$ cat config.mk
export PLATFORM = sky130hd
export DESIGN_NAME = cgra_dma_engine
export DESIGN_NICKNAME = d
export VERILOG_FILES = /design/src/rtl/cgra_dma_engine.sv
export SDC_FILE = /design/constraint.sdc
export NUM_CORES = 1
export LEC_CHECK = 0
export CELL_PAD_IN_SITES_DETAIL_PLACEMENT = 0
export CELL_PAD_IN_SITES_GLOBAL_PLACEMENT = 1
export CORE_MARGIN = 2
export CORE_UTILIZATION = 42
export DETAILED_ROUTE_END_ITERATION = 12
export PLACE_DENSITY_LB_ADDON = 0.08
export SYNTH_ARGS = -nofsm -noshare
export SYNTH_HDL_FRONTEND = slang
export SYNTH_SLANG_ARGS = --single-unit
$ cat constraint.sdc
create_clock -name clk_i -period 5.6 [get_ports clk_i]
set_clock_uncertainty 0.1 [all_clocks]
set_input_delay 1.4 -clock clk_i [delete_from_list [all_inputs] [get_ports clk_i]]
set_output_delay 1.4 -clock clk_i [all_outputs]
set_load 0.05 [all_outputs]
$ cat src/rtl/cgra_dma_engine.sv
// cgra_dma_engine
//   Sequential DMA engine sitting behind the DMA instruction decoder. It moves
//   32-bit words between core data memory and the CGRA local buffer:
//     01 STC : memory -> CGRA buffer
//     10 LFC : CGRA buffer -> memory
//     11 SCA : set the CGRA base word address
//   busy_o stalls the core while an operation is in flight. done_o pulses for
//   one cycle when the operation completes.
//
// Ports
//   clk_i, rst_ni                 clock, asynchronous active-low reset
//   start_i, dma_ctrl_i           decoded instruction pulse and its 2-bit code
//   rs1_i, rs2_i                  memory base byte address / CGRA base, word count
//   busy_o, done_o                core stall, completion pulse
//   mem_req_o .. mem_rdata_i      data-memory request/grant/read-valid bus
//   cgra_we_o .. cgra_rdata_i     CGRA buffer port (read data one cycle after re)
//   err_o                         bounds error flag
//
// Build option
//   CGRA_DMA_BOUNDS_CHECK_EN : when defined, an STC/LFC whose CGRA span runs past
//   the end of the buffer is rejected (no bus activity, sticky err_o). When not
//   defined, the CGRA pointer simply wraps and err_o is tied low.
//
// All outputs are registered: each transition loads the output values that
// belong to the state being entered, so outputs always follow the state.

module cgra_dma_engine #(
  parameter int ADDR_W  = 32,
  parameter int DATA_W  = 32,
  parameter int CGRA_AW = 8,
  parameter int LEN_W   = 8
) (
  input  logic              clk_i,
  input  logic              rst_ni,
  input  logic              start_i,
  input  logic [1:0]        dma_ctrl_i,
  input  logic [ADDR_W-1:0] rs1_i,
  input  logic [LEN_W-1:0]  rs2_i,
  output logic              busy_o,
  output logic              done_o,
  output logic              mem_req_o,
  output logic              mem_we_o,
  output logic [ADDR_W-1:0] mem_addr_o,
  output logic [DATA_W-1:0] mem_wdata_o,
  input  logic              mem_gnt_i,
  input  logic              mem_rvalid_i,
  input  logic [DATA_W-1:0] mem_rdata_i,
  output logic              cgra_we_o,
  output logic              cgra_re_o,
  output logic [CGRA_AW-1:0] cgra_addr_o,
  output logic [DATA_W-1:0] cgra_wdata_o,
  input  logic [DATA_W-1:0] cgra_rdata_i,
  output logic              err_o
);

  typedef enum logic [2:0] {
    IDLE     = 3'd0,
    RD_SRC   = 3'd1,
    WAIT_SRC = 3'd2,
    WR_DST   = 3'd3,
    DONE     = 3'd4
  } state_t;

  localparam logic [1:0] OP_STC = 2'b01;
  localparam logic [1:0] OP_LFC = 2'b10;
  localparam logic [1:0] OP_SCA = 2'b11;

  state_t             state;
  logic               op_lfc;
  logic [ADDR_W-1:0]  mem_ptr;
  logic [CGRA_AW-1:0] cgra_ptr;
  logic [CGRA_AW-1:0] cgra_base;
  logic [LEN_W-1:0]   count;
  logic [DATA_W-1:0]  data;

  logic [ADDR_W-1:0]  mem_ptr_nxt;
  logic [CGRA_AW-1:0] cgra_ptr_nxt;
  logic               bounds_bad;

  // Pointer increments wrap naturally at their register widths.
  assign mem_ptr_nxt  = mem_ptr + ADDR_W'(4);
  assign cgra_ptr_nxt = cgra_ptr + CGRA_AW'(1);

`ifdef CGRA_DMA_BOUNDS_CHECK_EN
  localparam int SUM_W = ((CGRA_AW > LEN_W) ? CGRA_AW : LEN_W) + 2;
  logic [SUM_W-1:0] span_end;
  logic             err_q;

  // A span ending exactly at the buffer depth is still legal.
  assign span_end   = SUM_W'(cgra_base) + SUM_W'(rs2_i);
  assign bounds_bad = (span_end > (SUM_W'(1) << CGRA_AW));

  // Sticky error flag, re-evaluated on every accepted instruction.
  always_ff @(posedge clk_i or negedge rst_ni) begin
    if (!rst_ni) begin
      err_q <= 1'b0;
    end else if ((state == IDLE) && start_i && (dma_ctrl_i != 2'b00)) begin
      err_q <= (dma_ctrl_i != OP_SCA) && bounds_bad;
    end
  end

  assign err_o = err_q;
`else
  assign bounds_bad = 1'b0;
  assign err_o      = 1'b0;
`endif

  // Control FSM with registered bus outputs.
  always_ff @(posedge clk_i or negedge rst_ni) begin
    if (!rst_ni) begin
      state        <= IDLE;
      op_lfc       <= 1'b0;
      mem_ptr      <= '0;
      cgra_ptr     <= '0;
      cgra_base    <= '0;
      count        <= '0;
      data         <= '0;
      busy_o       <= 1'b0;
      done_o       <= 1'b0;
      mem_req_o    <= 1'b0;
      mem_we_o     <= 1'b0;
      mem_addr_o   <= '0;
      mem_wdata_o  <= '0;
      cgra_we_o    <= 1'b0;
      cgra_re_o    <= 1'b0;
      cgra_addr_o  <= '0;
      cgra_wdata_o <= '0;
    end else begin
      // Outputs idle low unless the state being entered drives them.
      done_o       <= 1'b0;
      mem_req_o    <= 1'b0;
      mem_we_o     <= 1'b0;
      mem_addr_o   <= '0;
      mem_wdata_o  <= '0;
      cgra_we_o    <= 1'b0;
      cgra_re_o    <= 1'b0;
      cgra_addr_o  <= '0;
      cgra_wdata_o <= '0;

      case (state)
        IDLE: begin
          busy_o <= 1'b0;
          if (start_i) begin
            case (dma_ctrl_i)
              OP_SCA: begin
                cgra_base <= rs1_i[CGRA_AW-1:0];
                state     <= DONE;
                busy_o    <= 1'b1;
                done_o    <= 1'b1;
              end
              OP_STC, OP_LFC: begin
                mem_ptr  <= rs1_i;
                cgra_ptr <= cgra_base;
                count    <= rs2_i;
                op_lfc   <= (dma_ctrl_i == OP_LFC);
                busy_o   <= 1'b1;
                if ((rs2_i == '0) || bounds_bad) begin
                  state  <= DONE;
                  done_o <= 1'b1;
                end else begin
                  state <= RD_SRC;
                  if (dma_ctrl_i == OP_LFC) begin
                    cgra_re_o   <= 1'b1;
                    cgra_addr_o <= cgra_base;
                  end else begin
                    mem_req_o  <= 1'b1;
                    mem_addr_o <= rs1_i;
                  end
                end
              end
              default: begin
                state <= IDLE;
              end
            endcase
          end
        end

        RD_SRC: begin
          // LFC read strobe lasts one cycle; STC holds the request until granted.
          if (op_lfc || mem_gnt_i) begin
            state <= WAIT_SRC;
          end else begin
            mem_req_o  <= 1'b1;
            mem_addr_o <= mem_ptr;
          end
        end

        WAIT_SRC: begin
          if (op_lfc) begin
            data        <= cgra_rdata_i;
            state       <= WR_DST;
            mem_req_o   <= 1'b1;
            mem_we_o    <= 1'b1;
            mem_addr_o  <= mem_ptr;
            mem_wdata_o <= cgra_rdata_i;
          end else if (mem_rvalid_i) begin
            data         <= mem_rdata_i;
            state        <= WR_DST;
            cgra_we_o    <= 1'b1;
            cgra_addr_o  <= cgra_ptr;
            cgra_wdata_o <= mem_rdata_i;
          end
        end

        WR_DST: begin
          if (op_lfc && !mem_gnt_i) begin
            mem_req_o   <= 1'b1;
            mem_we_o    <= 1'b1;
            mem_addr_o  <= mem_ptr;
            mem_wdata_o <= data;
          end else begin
            mem_ptr  <= mem_ptr_nxt;
            cgra_ptr <= cgra_ptr_nxt;
            count    <= count - LEN_W'(1);
            if (count == LEN_W'(1)) begin
              state  <= DONE;
              done_o <= 1'b1;
            end else begin
              state <= RD_SRC;
              if (op_lfc) begin
                cgra_re_o   <= 1'b1;
                cgra_addr_o <= cgra_ptr_nxt;
              end else begin
                mem_req_o  <= 1'b1;
                mem_addr_o <= mem_ptr_nxt;
              end
            end
          end
        end

        DONE: begin
          state  <= IDLE;
          busy_o <= 1'b0;
        end

        default: begin
          state  <= IDLE;
          busy_o <= 1'b0;
        end
      endcase
    end
  end

endmodule

==> summary.txt <==
run status -> finished clean
Flop pwr share -> 0.363
Setup violations, final -> 0
clock transition at the registers of the reported paths -> 60 ps
final hold vios -> 0
vias in the first global route -> 7948
share of cells above drive strength 1 -> 0.0749
core area -> 22600 um^2
DR iter-0 viols -> 547
Final Net Count -> 1288
largest family of logic cells by synthesized area -> compound AO/OA/AOI/OAI gates
Crit Path Max Fanout -> 18
Initial Util -> 0.429
die area -> 24400 um^2
Yosys top cell area share -> 0.520
Commonest cells post-synth -> 202 x dfrtp_1, 107 x nor2_1, 89 x nand2_1
Yosys reg bits -> 202
Area Overhead vs Synth -> 32.9%
Setup TNS -> 0 ps
Crit. End Element -> register
Area contributors post-synth -> dfrtp_1 52%, mux2i_1 4.7%, nor2_1 4.1%, o21ai_0 3.8%, a22oi_1 3.6%
Congestion Overflow GR -> 0
Area after DPL -> 12100 um^2
post-synthesis xor/xnor area fraction -> 0.00361
Post-Syn Instances -> 979
minimum clock period -> 3510 ps
post-synthesis simple-gate area fraction -> 0.180
Req. time, crit path -> 5890 ps
initial antenna violation count -> 0
Max VDD drop -> 242 uV
Worst Hold Depth -> 2
CTS tree -> done
H-tree levels -> 1
post-synthesis mux area share -> 0.0578
Tcrit/Tclk final -> 0.628
LEAKAGE -> 5.36 nW
row cnt -> 55
fin area -> 12900 um^2
TritonCTS buffer count -> 24
worst skew pair latency -> 520 ps
Main synth FF type -> dfrtp_1
logic gate share of total power -> 0.395
ys async rst share -> 1.00
Post-DP HPWL -> 18600 um
CTS resizes -> 0
unrepaired setup endpoints after global routing -> no
adder-cell share of the synthesized area -> 0.00902
synth warn -> 0
CTS root buffer -> clkbuf_16
reg2reg path depth -> 5
DRC Markers -> 0
critical path startpoint category -> input port
count leader, synth -> dfrtp_1
post-synthesis area per instance -> 9.92 um^2
clock share of power -> 0.243
PortBufs -> 220
Switching Share -> 0.414
Post-Syn Nets -> 1097
drt pass-1 iters -> 5
flop2flop setup slack -> 2760 ps
n_diodes -> 0
final worst slack -> 2090 ps
Post-synth EDFFs -> 0
CP arrival -> 3800 ps
overall die height -> 156 um
Hold Buf Count CTS -> 0
Fin Hold WS -> 376 ps
Worst-Margin Slew -> 1120 ps
Slew headroom -> 0.252
Via density -> 5.60
post-synth top area cell -> dfrtp_1
Power Density -> 510 nW/um^2
GP Congestion -> 0.798
wire length of the first global-routing pass -> 45200 um
Max Slew Vio Count -> 0
Max Cap Viol -> 0
Routed Wire Length -> 28700 um
CTS sink cnt -> 202
Internal -> 3.86 mW
maximum buffer depth of the clock tree -> 3
Die Wd -> 156 um
GRT Util Overall -> 0.234
worst hold path type -> register to register
fillers -> 1972
drt wl/cell -> 19.5 um
Post-CTS Setup Bufs -> 0
post-route ant nets -> 0
Crit Path Class -> input port to register
dpl ws -> 1530 ps
compound-cell area share of the yosys netlist -> 0.190
pin count of the biggest net entering global routing -> 117
post-synthesis instance area -> 9710 um^2
sequential share of the synthesized area -> 0.520
Max Fclk -> 285 MHz
IO Pins -> 222
Netlist cell types -> 68
Vias -> 8254
NetSw -> 2.72 mW
## logic make-up after synthesis
| logic type | after synthesis |
|---|---|
| multiplexers | 55 |
| adder cells (fa/ha/maj) | 7 |
| AND/OR/NAND/NOR | 347 |
| AO/OA/AOI/OAI | 280 |
| XOR/XNOR | 4 |
| flip-flops | 202 |
| other | 1 |
| buffers and inverters | 83 |
## critical path, cell delays in order
cell             delay (ps)
clkdlybuf4s50_1         510
inv_1                    50
ha_1                    440
nand2_2                 210
nor3_4                  630
buf_4                   370
nand2_1                  70
o311ai_0                100
## through the flow
stage / cells / total power [mW] / util
floorplan: 979 / 4.15 / -
global placement: 1429 / 4.97 / 0.534
detailed placement: 1429 / 5.00 / 0.534
CTS: 1473 / 6.62 / 0.570
global route: 1473 / 7.00 / 0.570
finish: 1473 / 6.58 / 0.570
## state kept, by name (all words and copies together), names as in the netlist, 3 cells and up
name and cells:
cgra_addr_o 8, cgra_base 8, cgra_ptr 8, cgra_wdata_o 32, count 8, data 32, mem_addr_o 32, mem_ptr 32
mem_wdata_o 32, state 3
## layout make-up
cell class                 count  area (um^2)  share of cell area
tap                          285          357              0.0276
sequential                   202         5060               0.392
inverter                      10         37.5             0.00291
multi-input combinational    694         4300               0.333
clock inverter                 4         48.8             0.00378
timing repair buffer         238         2340               0.181
clock buffer                  40          772              0.0598
## cells in the final DEF (no fill, tap or decap), types with 20 or more instances in the layout
master,instances
clkdlybuf4s50_1,219
dfrtp_1,201
nor2_1,105
nand2_1,89
o21ai_0,73
a21oi_1,66
a22oi_1,46
mux2i_1,46
and2_1,38
nand3_1,29
clkbuf_16,25
nor3_1,20
a31oi_1,20
## power by group through the flow
| stage | Sequential (mW) | Combinational (mW) | Clock, mW |
|---|---|---|---|
| after CTS | 2.38 | 2.61 | 1.63 |
| after global routing | 2.46 | 2.84 | 1.70 |
| after detailed placement | 2.40 | 2.60 | 0 |
| final | 2.39 | 2.60 | 1.60 |
| after floorplan | 2.72 | 1.43 | 0 |
| after global placement | 2.40 | 2.57 | 0 |
## final timing paths
kind / from / to
setup / recovery: dma_ctrl_i[1] / mem_addr_o[11]
hold / removal: mem_ptr[1] / mem_ptr[1]
setup reg to reg: op_lfc / mem_addr_o[29]
hold reg to reg: mem_ptr[1] / mem_ptr[1]
max in group asynchronous: rst_ni / cgra_wdata_o[17]
min in group asynchronous: rst_ni / mem_wdata_o[23]
## routing by layer
metal	GRT usage	wire (um)	vias up
met3	0.0369	1760	50
met5	0	0	-
met4	0.0690	707	0
met2	0.369	13100	297
met1	0.333	13100	3960
li1	-	-	3947
No activity file was read; power rests on OpenSTA's default activity.
